File: src/rtl/conv_mac_sequencer.sv
// conv_mac_sequencer: one convolution window through a Q5.11 saturating multiply-accumulate path.
//   Ports: clk, rst (async, active-high); start/busy window control; bias (Q5.11, latched on start);
//   in_valid/in_ready with pixel/weight (Q5.11 pairs); out_valid/out_ready with out_data (Q5.11 result);
//   sat_flag (sticky clamp indicator for the window); tap_count (pairs accepted in the window).
//   Optional feature: define CONV_MAC_BIAS_EN to seed the accumulator with bias instead of zero.
module conv_mac_sequencer #(
    parameter int N_TAPS = 25
) (
    input  logic        clk,
    input  logic        rst,
    input  logic        start,
    output logic        busy,
    input  logic [15:0] bias,
    input  logic        in_valid,
    output logic        in_ready,
    input  logic [15:0] pixel,
    input  logic [15:0] weight,
    output logic        out_valid,
    input  logic        out_ready,
    output logic [15:0] out_data,
    output logic        sat_flag,
    output logic [7:0]  tap_count
);
    typedef enum logic [1:0] {IDLE, ACCUM, DONE} state_t;
    localparam logic [7:0] LAST = 8'(N_TAPS - 1);
    state_t state;
    logic [15:0] acc;
    logic [15:0] init;
    logic signed [31:0] prod;
    logic mul_sat;
    logic [15:0] mul_val;
    logic signed [16:0] sum;
    logic add_sat;
    logic [15:0] add_val;
`ifdef CONV_MAC_BIAS_EN
    assign init = bias;
`else
    logic unused_bias;
    assign unused_bias = ^bias;
    assign init = '0;
`endif
    assign prod = $signed(pixel) * $signed(weight);
    // Integer field [31:22] fits Q5.11 only when bits [31:26] are all sign copies.
    assign mul_sat = !((&prod[31:26]) || !(|prod[31:26]));
    assign mul_val = mul_sat ? (prod[31] ? 16'h8000 : 16'h7FFF) : prod[26:11];
    assign sum = {acc[15], acc} + {mul_val[15], mul_val};
    // Integer field [16:11] fits Q5.11 only when bits 16 and 15 agree.
    assign add_sat = sum[16] ^ sum[15];
    assign add_val = add_sat ? (sum[16] ? 16'h8000 : 16'h7FFF) : sum[15:0];
    assign busy = state != IDLE;
    assign in_ready = state == ACCUM;
    assign out_valid = state == DONE;
    assign out_data = acc;
    always_ff @(posedge clk or posedge rst) begin
        if (rst) begin
            state     <= IDLE;
            acc       <= '0;
            tap_count <= '0;
            sat_flag  <= 1'b0;
        end else begin
            case (state)
                IDLE: if (start) begin
                    state     <= ACCUM;
                    acc       <= init;
                    tap_count <= '0;
                    sat_flag  <= 1'b0;
                end
                ACCUM: if (in_valid) begin
                    acc       <= add_val;
                    tap_count <= tap_count + 8'd1;
                    sat_flag  <= sat_flag | mul_sat | add_sat;
                    if (tap_count == LAST) state <= DONE;
                end
                DONE: if (out_ready) state <= IDLE;
                default: state <= IDLE;
            endcase
        end
    end
endmodule

File: config.mk
export PLATFORM = sky130hd
export DESIGN_NAME = conv_mac_sequencer
export DESIGN_NICKNAME = d
export VERILOG_FILES = /design/src/rtl/conv_mac_sequencer.sv
export SDC_FILE = /design/constraint.sdc
export NUM_CORES = 1
export LEC_CHECK = 0
export ABC_AREA = 1
export ABC_CLOCK_PERIOD_IN_PS = 7400
export CAP_MARGIN = 30
export CORE_MARGIN = 2
export CORE_UTILIZATION = 35
export CTS_CLUSTER_DIAMETER = 100
export DETAILED_ROUTE_END_ITERATION = 8
export GPL_ROUTABILITY_DRIVEN = 0
export SLEW_MARGIN = 10
export SYNTH_ARGS = -nofsm -noshare
export SYNTH_HDL_FRONTEND = slang
export SYNTH_SLANG_ARGS = --single-unit
File: constraint.sdc
create_clock -name clk -period 7.4 [get_ports clk]
set_clock_uncertainty 0.2 [all_clocks]
set_input_delay 1.48 -clock clk [delete_from_list [all_inputs] [get_ports clk]]
set_output_delay 1.48 -clock clk [all_outputs]
set_load 0.01 [all_outputs]
==> reports/summary.txt, run 1 <==
Run status - complete, but fails checks
Failing checks - negative setup slack
Wire per inst - 15.5 um
Synth Area in Simple Gates - 18.5%
CTS Root Cell - clkbuf_16
Hold Path Depth - 2
Hold_sp - sat_flag
Number of synthesized flops with an enable pin - 0
Yosys reg bits - 27
Area grow syn2layout - 44.5%
Mux cell area share after synthesis - 0%
Die H - 194 um
Reg2Reg Depth - 15
WP data arrival - 8.78 ns
Synth Area in Adders - 51.4%
Vias/cell - 4.69
Final Instance Area - 18200 sq um
Drt pass-1 iters - 4
Rows - 69
Final hold violation count - 0
Synth Cell Area - 12600 sq um
Total Wirelength - 37900 um
Finish-stage setup viols - 17
Hold Path Sink - sat_flag
CP Capture Type - register
Total Routing Usage GR - 19.7%
R2R Path End - out_data[4]
Post-Syn Nets - 2081
Avg Inst Size Synth - 7.54 sq um
First-pass GRT wire length - 60300 um
HPWL Detailed - 28400 um
Top-count cell post-synth - inv_1
Initial Utilization - 35.5%
N_diodes - 0
Dominant synthesized flop cell - dfrtp_1
Tmin final - 8.82 ns
Ranking of synthesized cells by area - fa_1 42%, inv_1 14%, nand2_1 13%
Min-delay worst type - register to register
Pins over their slew limit - 0
Total number of yosys warnings - 0
Period utilization - 119%
XOR/XNOR Fraction of Synth Area - 2.30%
Synth Area in Compound Gates - 6.04%
Max cap viols - 0
CTS buffer count - 3
DRT antenna net count - 0
Placed cell areas - 15600 sq um
Synth cell types - 40
FMAX - 0.113 GHz
Delay of the slowest cell on the worst path - 0.57 ns
Clock Pin Slew Worst Setup and Hold Paths - 0.07 ns
Io pins - 81
Die X - 194 um
Clk Latency, worst-skew pair - 0.27 ns
Asr flop ratio synth - 100%
Gate Count Post-Synth - 1668
Reg-to-reg setup timing slack - 4.78 ns
Die area - 37500 sq um
Vias in the first global route - 12100
Pin count of the biggest net entering global routing - 23
DR iter-0 viols - 469
Crit Path Category - primary input to register
Crit-path max FO - 8
CTS sink count - 27
Clock Tree Buf Depth - 2
Slowest cell on crit path - fa_1
Slew @ Worst Pin - 0.702 ns
H-tree depth - 1
Slew HR - 53.0%
Largest family of logic cells by synthesized area - adder cells
CTS hold repair buffers - 0
Synth top area share - 41.7%
Fillers - 3173
Share of cells above drive strength 1 - 35.3%
Residual DRC - 0
CTS tree - built
Unrepaired setup endpoints after global routing - true
Register area share after synthesis - 5.37%
Most frequent cells after synthesis - 484 x inv_1, 424 x nand2_1, 262 x fa_1
RR Startpoint - out_data[0]
Grt total ovfl - 0
Initial antenna violation count - 0
Final worst setup slack - -1.42 ns
Nets - 2393
Startpoint types - primary input
Yosys top cell by area - fa_1
Port bufs - 64
Via count - 11400
Core area - 35500 sq um
Critical path required time - 7.36 ns
registers in the layout, indices dropped and copies added, names as in the netlist:
name	cells
out_data	16
sat_flag	1
state	2
tap_count	8
cells in the final DEF, fill, tap and decap left out, types with 14 or more instances in the layout:
cell type and count:
inv_1 414, nand2_1 343, fa_1 235, buf_4 219
ha_1 67, inv_2 61, nand2_2 57, buf_6 42
a21oi_2 39, nor2_1 34, nand2_4 33, clkdlybuf4s50_1 33
ha_4 29, buf_12 28, fa_2 27, dfrtp_1 27
nand3_1 23, o21ai_2 23, a21oi_1 22, xnor2_1 16
nor2_2 15, xor2_1 15, nor2_4 14
cell families (layout without fill, tap and decap cells):
kind of cell	count (synthesis)	in the layout
adders and majority gates	360	360
AOI/OAI and AO/OA	133	133
DFF	27	27
and+or+nand+nor	571	573
xor gates and xnor gates	33	33
buffers and inverters	544	853
worst max path at each step:
stage	from	slack, ns	cells after the start	end
CTS	pixel[15]	-1.32	42	out_data[4]
detailed placement	pixel[8]	-2.19	39	out_data[7]
finish	weight[4]	-1.42	37	out_data[4]
floorplan	weight[3]	-1.09	42	out_data[5]
global placement	pixel[8]	-2.12	40	out_data[13]
global route	pixel[7]	-1.70	46	out_data[0]
cell type report:
class,instances,area (sq um),share of cell area (%)
Tap cell,461,577,3.17
Timing Repair inverter,1,11.3,0.0620
Clock inverter,1,5.00,0.0275
Multi-Input combinational cell,1099,11400,62.7
Sequential cell,27,676,3.72
Timing Repair Buffer,363,3570,19.6
Clock buffer,3,75.1,0.413
Inverter,485,1860,10.2
metal layers:
layer / part of all wire (%) / track usage [%]
met1: 42 / 25.7
met2: 51 / 34.8
met3: 3.6 / 1.80
met4: 3.0 / 5.48
met5: 0 / 0
through the flow:
step / worst slack, ns / hold slack [ns] / setup TNS [ns] / instances / utilization, %
2_1_floorplan: -1.09 / 0.332 / -17.18 / 1668 / -
3_3_place_gp: -2.12 / 0.309 / -34.74 / 2319 / 43.8
3_5_place_dp: -2.19 / 0.320 / -36.09 / 2321 / 43.9
4_1_cts: -1.32 / 0.339 / -21.61 / 2384 / 47.5
5_1_grt: -1.70 / 0.391 / -27.74 / 2440 / 51.2
6_report: -1.42 / 0.354 / -22.92 / 2440 / 51.2
worst max-delay path, delay by kind of cell:
kind	cells	cell delay (ns)
AO/OA/AOI/OAI	4	0.62
adder cells (fa/ha/maj)	8	3.76
buffers and inverters	10	1.19
AND/OR/NAND/NOR	15	1.70
repair_timing:
item | CTS | global route
setup endpoints to repair | 17 | 17
pin swaps | 106 | 143
setup buffers | 49 | 54
gates cloned | 10 | 5
gates resized for setup | 236 | 324
Power of run 1 is left out: the tool's default activity adds up to more than one toggle a clock period on the data nets, which glitch-free logic cannot reach.
==> run 2, diff against run 1 <==
--- a/config.mk
+++ b/config.mk
@@ -14,2 +14,3 @@
 export DETAILED_ROUTE_END_ITERATION = 8
+export DONT_BUFFER_PORTS = 1
 export GPL_ROUTABILITY_DRIVEN = 0
==> constraint.sdc (replaced) <==
create_clock -name clk -period 7.4 [get_ports clk]
set_clock_uncertainty 0.2 [all_clocks]
set_input_delay 1.11 -clock clk [delete_from_list [all_inputs] [get_ports clk]]
set_output_delay 1.11 -clock clk [all_outputs]
set_load 0.01 [all_outputs]
==> run 2 against run 1 <==
Compared with the run above: sequential share of layout area rose by 0.76 points; critical path depth rose by 4; hold slack improved by 0.054 ns; worst setup slack improved by 0.63 ns; first-iteration DRC count fell by 21%; highest routed layer unchanged; the flow still finishes with violations (negative setup slack); final cell count fell by 9.3%; register-to-register slack improved by 0.03 ns; wire length fell by 15%.
==> reports/summary.txt, run 2 (synthesis results as in run 1) <==
N_diodes - 0 (unchanged)
Run status - complete, but fails checks (unchanged)
CTS buffer count - 3 (unchanged)
CTS hold repair buffers - 0 (unchanged)
Delay of the slowest cell on the worst path - 0.57 ns (about the same)
FMAX - 0.122 GHz (was 0.113 GHz)
Hold_sp - sat_flag (unchanged)
First-pass GRT wire length - 56600 um (was 60300 um)
Most frequent cells in the layout - 463 x inv_1, 400 x nand2_1, 253 x fa_1 (was 414 x inv_1, 343 x nand2_1, 235 x fa_1)
Pre-CTS worst setup slack - -1.13 ns (was -2.19 ns)
Crit-path most repeated cell - fa_1
Fillers - 3557 (was 3173)
RR Startpoint - out_data[0] (unchanged)
Slowest cell on crit path - fa_1 (unchanged)
Wire per inst - 14.5 um (was 15.5 um)
Placed Cells - 2179 (was 2321)
Most common cell after layout, fill and taps aside - inv_1 (unchanged)
Grt total ovfl - 0 (unchanged)
Initial antenna violation count - 0 (unchanged)
Die X - 194 um (unchanged)
CTS Root Cell - clkbuf_16 (unchanged)
Pin count of the biggest net entering global routing - 28 (was 23)
Finished Layout Cells - 2213 (was 2440)
Clock Pin Slew Worst Setup and Hold Paths - 0.07 ns (about the same)
DR iter-0 viols - 370 (was 469)
Residual DRC - 0 (unchanged)
Pins over their slew limit - 0 (unchanged)
CTS sink count - 27 (unchanged)
Max reg flops - 16 (unchanged)
WP data arrival - 8.16 ns (was 8.78 ns)
R2R Path End - out_data[3] (was out_data[4])
Vias in the first global route - 11300 (was 12100)
Port bufs - 0 (was 64)
Clk Latency, worst-skew pair - 0.27 ns (about the same)
Die H - 194 um (unchanged)
Critical path required time - 7.36 ns (about the same)
Reg-to-reg setup timing slack - 4.81 ns (was 4.78 ns)
CTS tree - built (unchanged)
Crit-path max FO - 5 (was 8)
HPWL Detailed - 26500 um (was 28400 um)
Io pins - 81 (unchanged)
Slew @ Worst Pin - 0.554 ns (was 0.702 ns)
CP Capture Type - register (unchanged)
Failing checks - negative setup slack (unchanged)
Area grow syn2layout - 19.9% (was 44.5%)
Unrepaired setup endpoints after global routing - true (unchanged)
Period utilization - 111% (was 119%)
Via count - 10400 (was 11400)
CP startpoint - weight[15] (was weight[4])
DRT antenna net count - 0 (unchanged)
Reg2Reg Depth - 15 (unchanged)
Vias/cell - 4.68 (was 4.69)
Min-delay worst type - register to register (unchanged)
Die area - 37500 sq um (unchanged)
Startpoint types - primary input (unchanged)
Finish-stage setup viols - 17 (unchanged)
Hold Path Depth - 2 (unchanged)
Nets - 2166 (was 2393)
Initial Utilization - 35.5% (unchanged)
Clock Tree Buf Depth - 2 (unchanged)
Slew HR - 63.0% (was 53.0%)
Rows - 69 (unchanged)
Final worst setup slack - -0.793 ns (was -1.42 ns)
Share of cells above drive strength 1 - 19.1% (was 35.3%)
Crit Path Category - primary input to register (unchanged)
Hold Path Sink - sat_flag (unchanged)
Max cap viols - 0 (unchanged)
Drt pass-1 iters - 5 (was 4)
Total Wirelength - 32100 um (was 37900 um)
H-tree depth - 1 (unchanged)
Final hold violation count - 0 (unchanged)
Total Routing Usage GR - 18.1% (was 19.7%)
Tmin final - 8.19 ns (was 8.82 ns)
Core area - 35500 sq um (unchanged)
run 2: cell count changes in the layout (fill, tap and decap cells not counted), sizes merged:
cell           change
clkinv             -2
dlymetal6s2s       -1
clkdlybuf4s50     -33
clkinvlp           +1
bufbuf             -3
clkbuf            -16
buf              -173
run 2: routing by layer:
metal | global-route usage, % | share of wire [%] | vias up
met5 | 0 | 0 | -
met4 | 2.60 | 1.1 | 0
met3 | 1.52 | 4.1 | 30
met2 | 32.0 | 49 | 184
met1 | 24.7 | 45 | 5183
li1 | - | - | 4955
run 2: timing repair:
item	4_1_cts	5_1_grt
resized for setup	93	55
gates cloned	4	0
endpoints found under the setup margin	17	17
pin swaps	28	44
buffers inserted	23	4
run 2: final cells by class:
cell class | instances | area (sq um) | share of cell area (%)
Clock buffer | 3 | 75.1 | 0.498
Clock inverter | 1 | 5.00 | 0.0332
Inverter | 485 | 1830 | 12.2
Multi-Input combinational cell | 1099 | 10800 | 71.3
Sequential cell | 27 | 676 | 4.48
Tap cell | 461 | 577 | 3.83
Timing Repair Buffer | 137 | 1160 | 7.68
run 2: worst max path at each step:
| stage | endpoint | slack (ns) | depth (start not counted) |
|---|---|---|---|
| after global placement | sat_flag | -1.09 | 39 |
| after floorplan | out_data[5] | -0.72 | 42 |
| after global routing | out_data[3] | -1.13 | 38 |
| final | out_data[3] | -0.79 | 41 |
| after detailed placement | out_data[12] | -1.13 | 39 |
| after CTS | out_data[3] | -0.74 | 38 |
run 2: metrics by stage:
step	area [sq um]	setup TNS, ns	utilization (%)	hold WS [ns]
2_1_floorplan	13100	-10.89	-	0.332
3_3_place_gp	14100	-17.14	39.6	0.376
3_5_place_dp	14100	-18.23	39.6	0.377
4_1_cts	14800	-11.89	41.8	0.393
5_1_grt	15100	-18.30	42.5	0.450
6_report	15100	-12.31	42.5	0.408
run 2: critical path, delay by kind of cell:
family | cells | cell delay, ns
adders and majority gates | 9 | 3.88
and+or+nand+nor | 18 | 1.84
AOI/OAI and AO/OA | 5 | 0.62
buffers and inverters | 9 | 0.71
Power of run 2 is left out for the same reason.
==> run 3, diff against run 2 <==
Settings changed: CORE_UTILIZATION 35 to 50.
==> run 3 against run 2 <==
Compared with the run above: the run still ends with negative setup slack left; sequential cell count is the same; first-iteration DRC count grew 67%; hold slack lost 0.0082 ns; sequential share of layout area is essentially flat; fmax shrank 2.2%; non-clock buffer count grew 25; largest cell class unchanged; register-to-register slack lost 0.32 ns; critical path depth shrank 3; highest routed layer unchanged; global-route usage grew 7.8 points; critical path type unchanged; worst setup slack lost 0.19 ns.
==> reports/summary.txt, run 3 (synthesis results as in run 1) <==
Placed cell areas - 14000 sq um (was 14100 sq um)
Die X - 163 um (was 194 um)
M3 GR Usage - 2.27% (was 1.52%)
Total Wirelength - 32200 um (was 32100 um)
Unrepaired setup endpoints after global routing - true (unchanged)
Pins over their slew limit - 0 (unchanged)
Residual DRC - 0 (unchanged)
Crit Path Category - primary input to register (unchanged)
Met1 global-route usage - 35.8% (was 24.7%)
Wire per inst - 15.3 um (was 14.5 um)
HPWL Detailed - 26000 um (was 26500 um)
Most frequent cells in the layout - 465 x inv_1, 398 x nand2_1, 255 x fa_1 (was 463 x inv_1, 400 x nand2_1, 253 x fa_1)
CTS buffer count - 3 (unchanged)
Initial Utilization - 50.4% (was 35.5%)
Die H - 163 um (was 194 um)
First-pass GRT wire length - 54800 um (was 56600 um)
H-tree depth - 1 (unchanged)
Slew HR - 44.9% (was 63.0%)
Min-delay worst type - register to register (unchanged)
Failing checks - negative setup slack (unchanged)
N_diodes - 0 (unchanged)
WP data arrival - 8.35 ns (was 8.16 ns)
Delay of the slowest cell on the worst path - 0.53 ns (was 0.57 ns)
Area grow syn2layout - 20.5% (was 19.9%)
Gr busiest metal - met2 (unchanged)
Vias in the first global route - 11200 (was 11300)
Rows - 58 (was 69)
Nets - 2194 (was 2166)
Initial antenna violation count - 0 (unchanged)
Critical path required time - 7.37 ns (was 7.36 ns)
Run status - complete, but fails checks (unchanged)
Grt total ovfl - 0 (unchanged)
Core area - 25000 sq um (was 35500 sq um)
Slowest cell on crit path - fa_2 (was fa_1)
Final Instance Area - 15200 sq um (was 15100 sq um)
Slew @ Worst Pin - 0.824 ns (was 0.554 ns)
CTS tree - built (unchanged)
CTS hold repair buffers - 0 (unchanged)
Tmin final - 8.38 ns (was 8.19 ns)
GR Util met2 - 45.6% (was 32.0%)
Max reg flops - 16 (unchanged)
Vias/cell - 5.02 (was 4.68)
Clk Latency, worst-skew pair - 0.27 ns (about the same)
Max cap viols - 0 (unchanged)
Clock Tree Buf Depth - 2 (unchanged)
DR iter-0 viols - 619 (was 370)
Startpoint types - primary input (unchanged)
Pin count of the biggest net entering global routing - 21 (was 28)
Die area - 26400 sq um (was 37500 sq um)
CTS Root Cell - clkbuf_16 (unchanged)
Period utilization - 113% (was 111%)
DRT antenna net count - 0 (unchanged)
Total Routing Usage GR - 25.9% (was 18.1%)
Crit-path max FO - 6 (was 5)
Io pins - 81 (unchanged)
Via count - 10600 (was 10400)
Finish-stage setup viols - 17 (unchanged)
Clock Pin Slew Worst Setup and Hold Paths - 0.08 ns (was 0.07 ns)
CP Capture Type - register (unchanged)
Reg-to-reg setup timing slack - 4.49 ns (was 4.81 ns)
Most common cell after layout, fill and taps aside - inv_1 (unchanged)
FMAX - 0.119 GHz (was 0.122 GHz)
Drt pass-1 iters - 5 (unchanged)
Final worst setup slack - -0.981 ns (was -0.793 ns)
CTS sink count - 27 (unchanged)
Port bufs - 0 (unchanged)
Share of cells above drive strength 1 - 20.2% (was 19.1%)
Final hold violation count - 0 (unchanged)
## run 3: worst max-delay path: cells and delay by family
kind | cells | cell delay (ns)
compound gates | 5 | 0.72
fa+ha+maj | 8 | 3.57
buf+inv | 10 | 1.09
simple gates | 15 | 1.82
## run 3: path summary, 6_finish.rpt
kind	from	endpoint	depth (start not counted)
min in group asynchronous	rst	out_data[11]	1
min reg2reg	out_data[14]	out_data[14]	2
min	out_data[14]	out_data[14]	2
max	weight[15]	out_data[4]	38
max in group asynchronous	rst	tap_count[1]	2
max reg2reg	state[1]	tap_count[6]	9
## run 3: layout make-up
type	instances	area, sq um
multi-input combinational	1100	10800
tap	330	413
inverter	485	1840
timing repair inverter	2	15.0
clock inverter	1	7.51
timing repair buffer	162	1330
clock buffer	3	75.1
sequential	27	676
fill	2340	9810
## run 3: through the flow
stage	hold WS [ns]	utilization, %	instances	setup slack, ns	TNS (ns)
after floorplan	0.332	-	1668	-0.722	-10.89
after global placement	0.359	56.1	2066	-1.19	-19.45
after detailed placement	0.360	56.3	2067	-1.22	-19.97
after CTS	0.384	59.2	2100	-0.689	-10.18
after global routing	0.430	60.7	2110	-1.28	-20.22
final	0.400	60.7	2110	-0.981	-15.50
## run 3: layer usage
| metal | vias to the layer above | share of wire, % |
|---|---|---|
| li1 | 5029 | - |
| met1 | 5314 | 45 |
| met2 | 204 | 50 |
| met3 | 41 | 3.4 |
| met4 | 0 | 1.4 |
| met5 | - | 0 |
## run 3: timing repair
action	4_1_cts	5_1_grt
endpoints found under the hold margin	0	0
pin swaps	24	43
setup endpoints to repair	17	17
gates cloned	5	0
gates resized for setup	101	64
setup buffers	24	12
Power of run 3 is left out for the same reason.
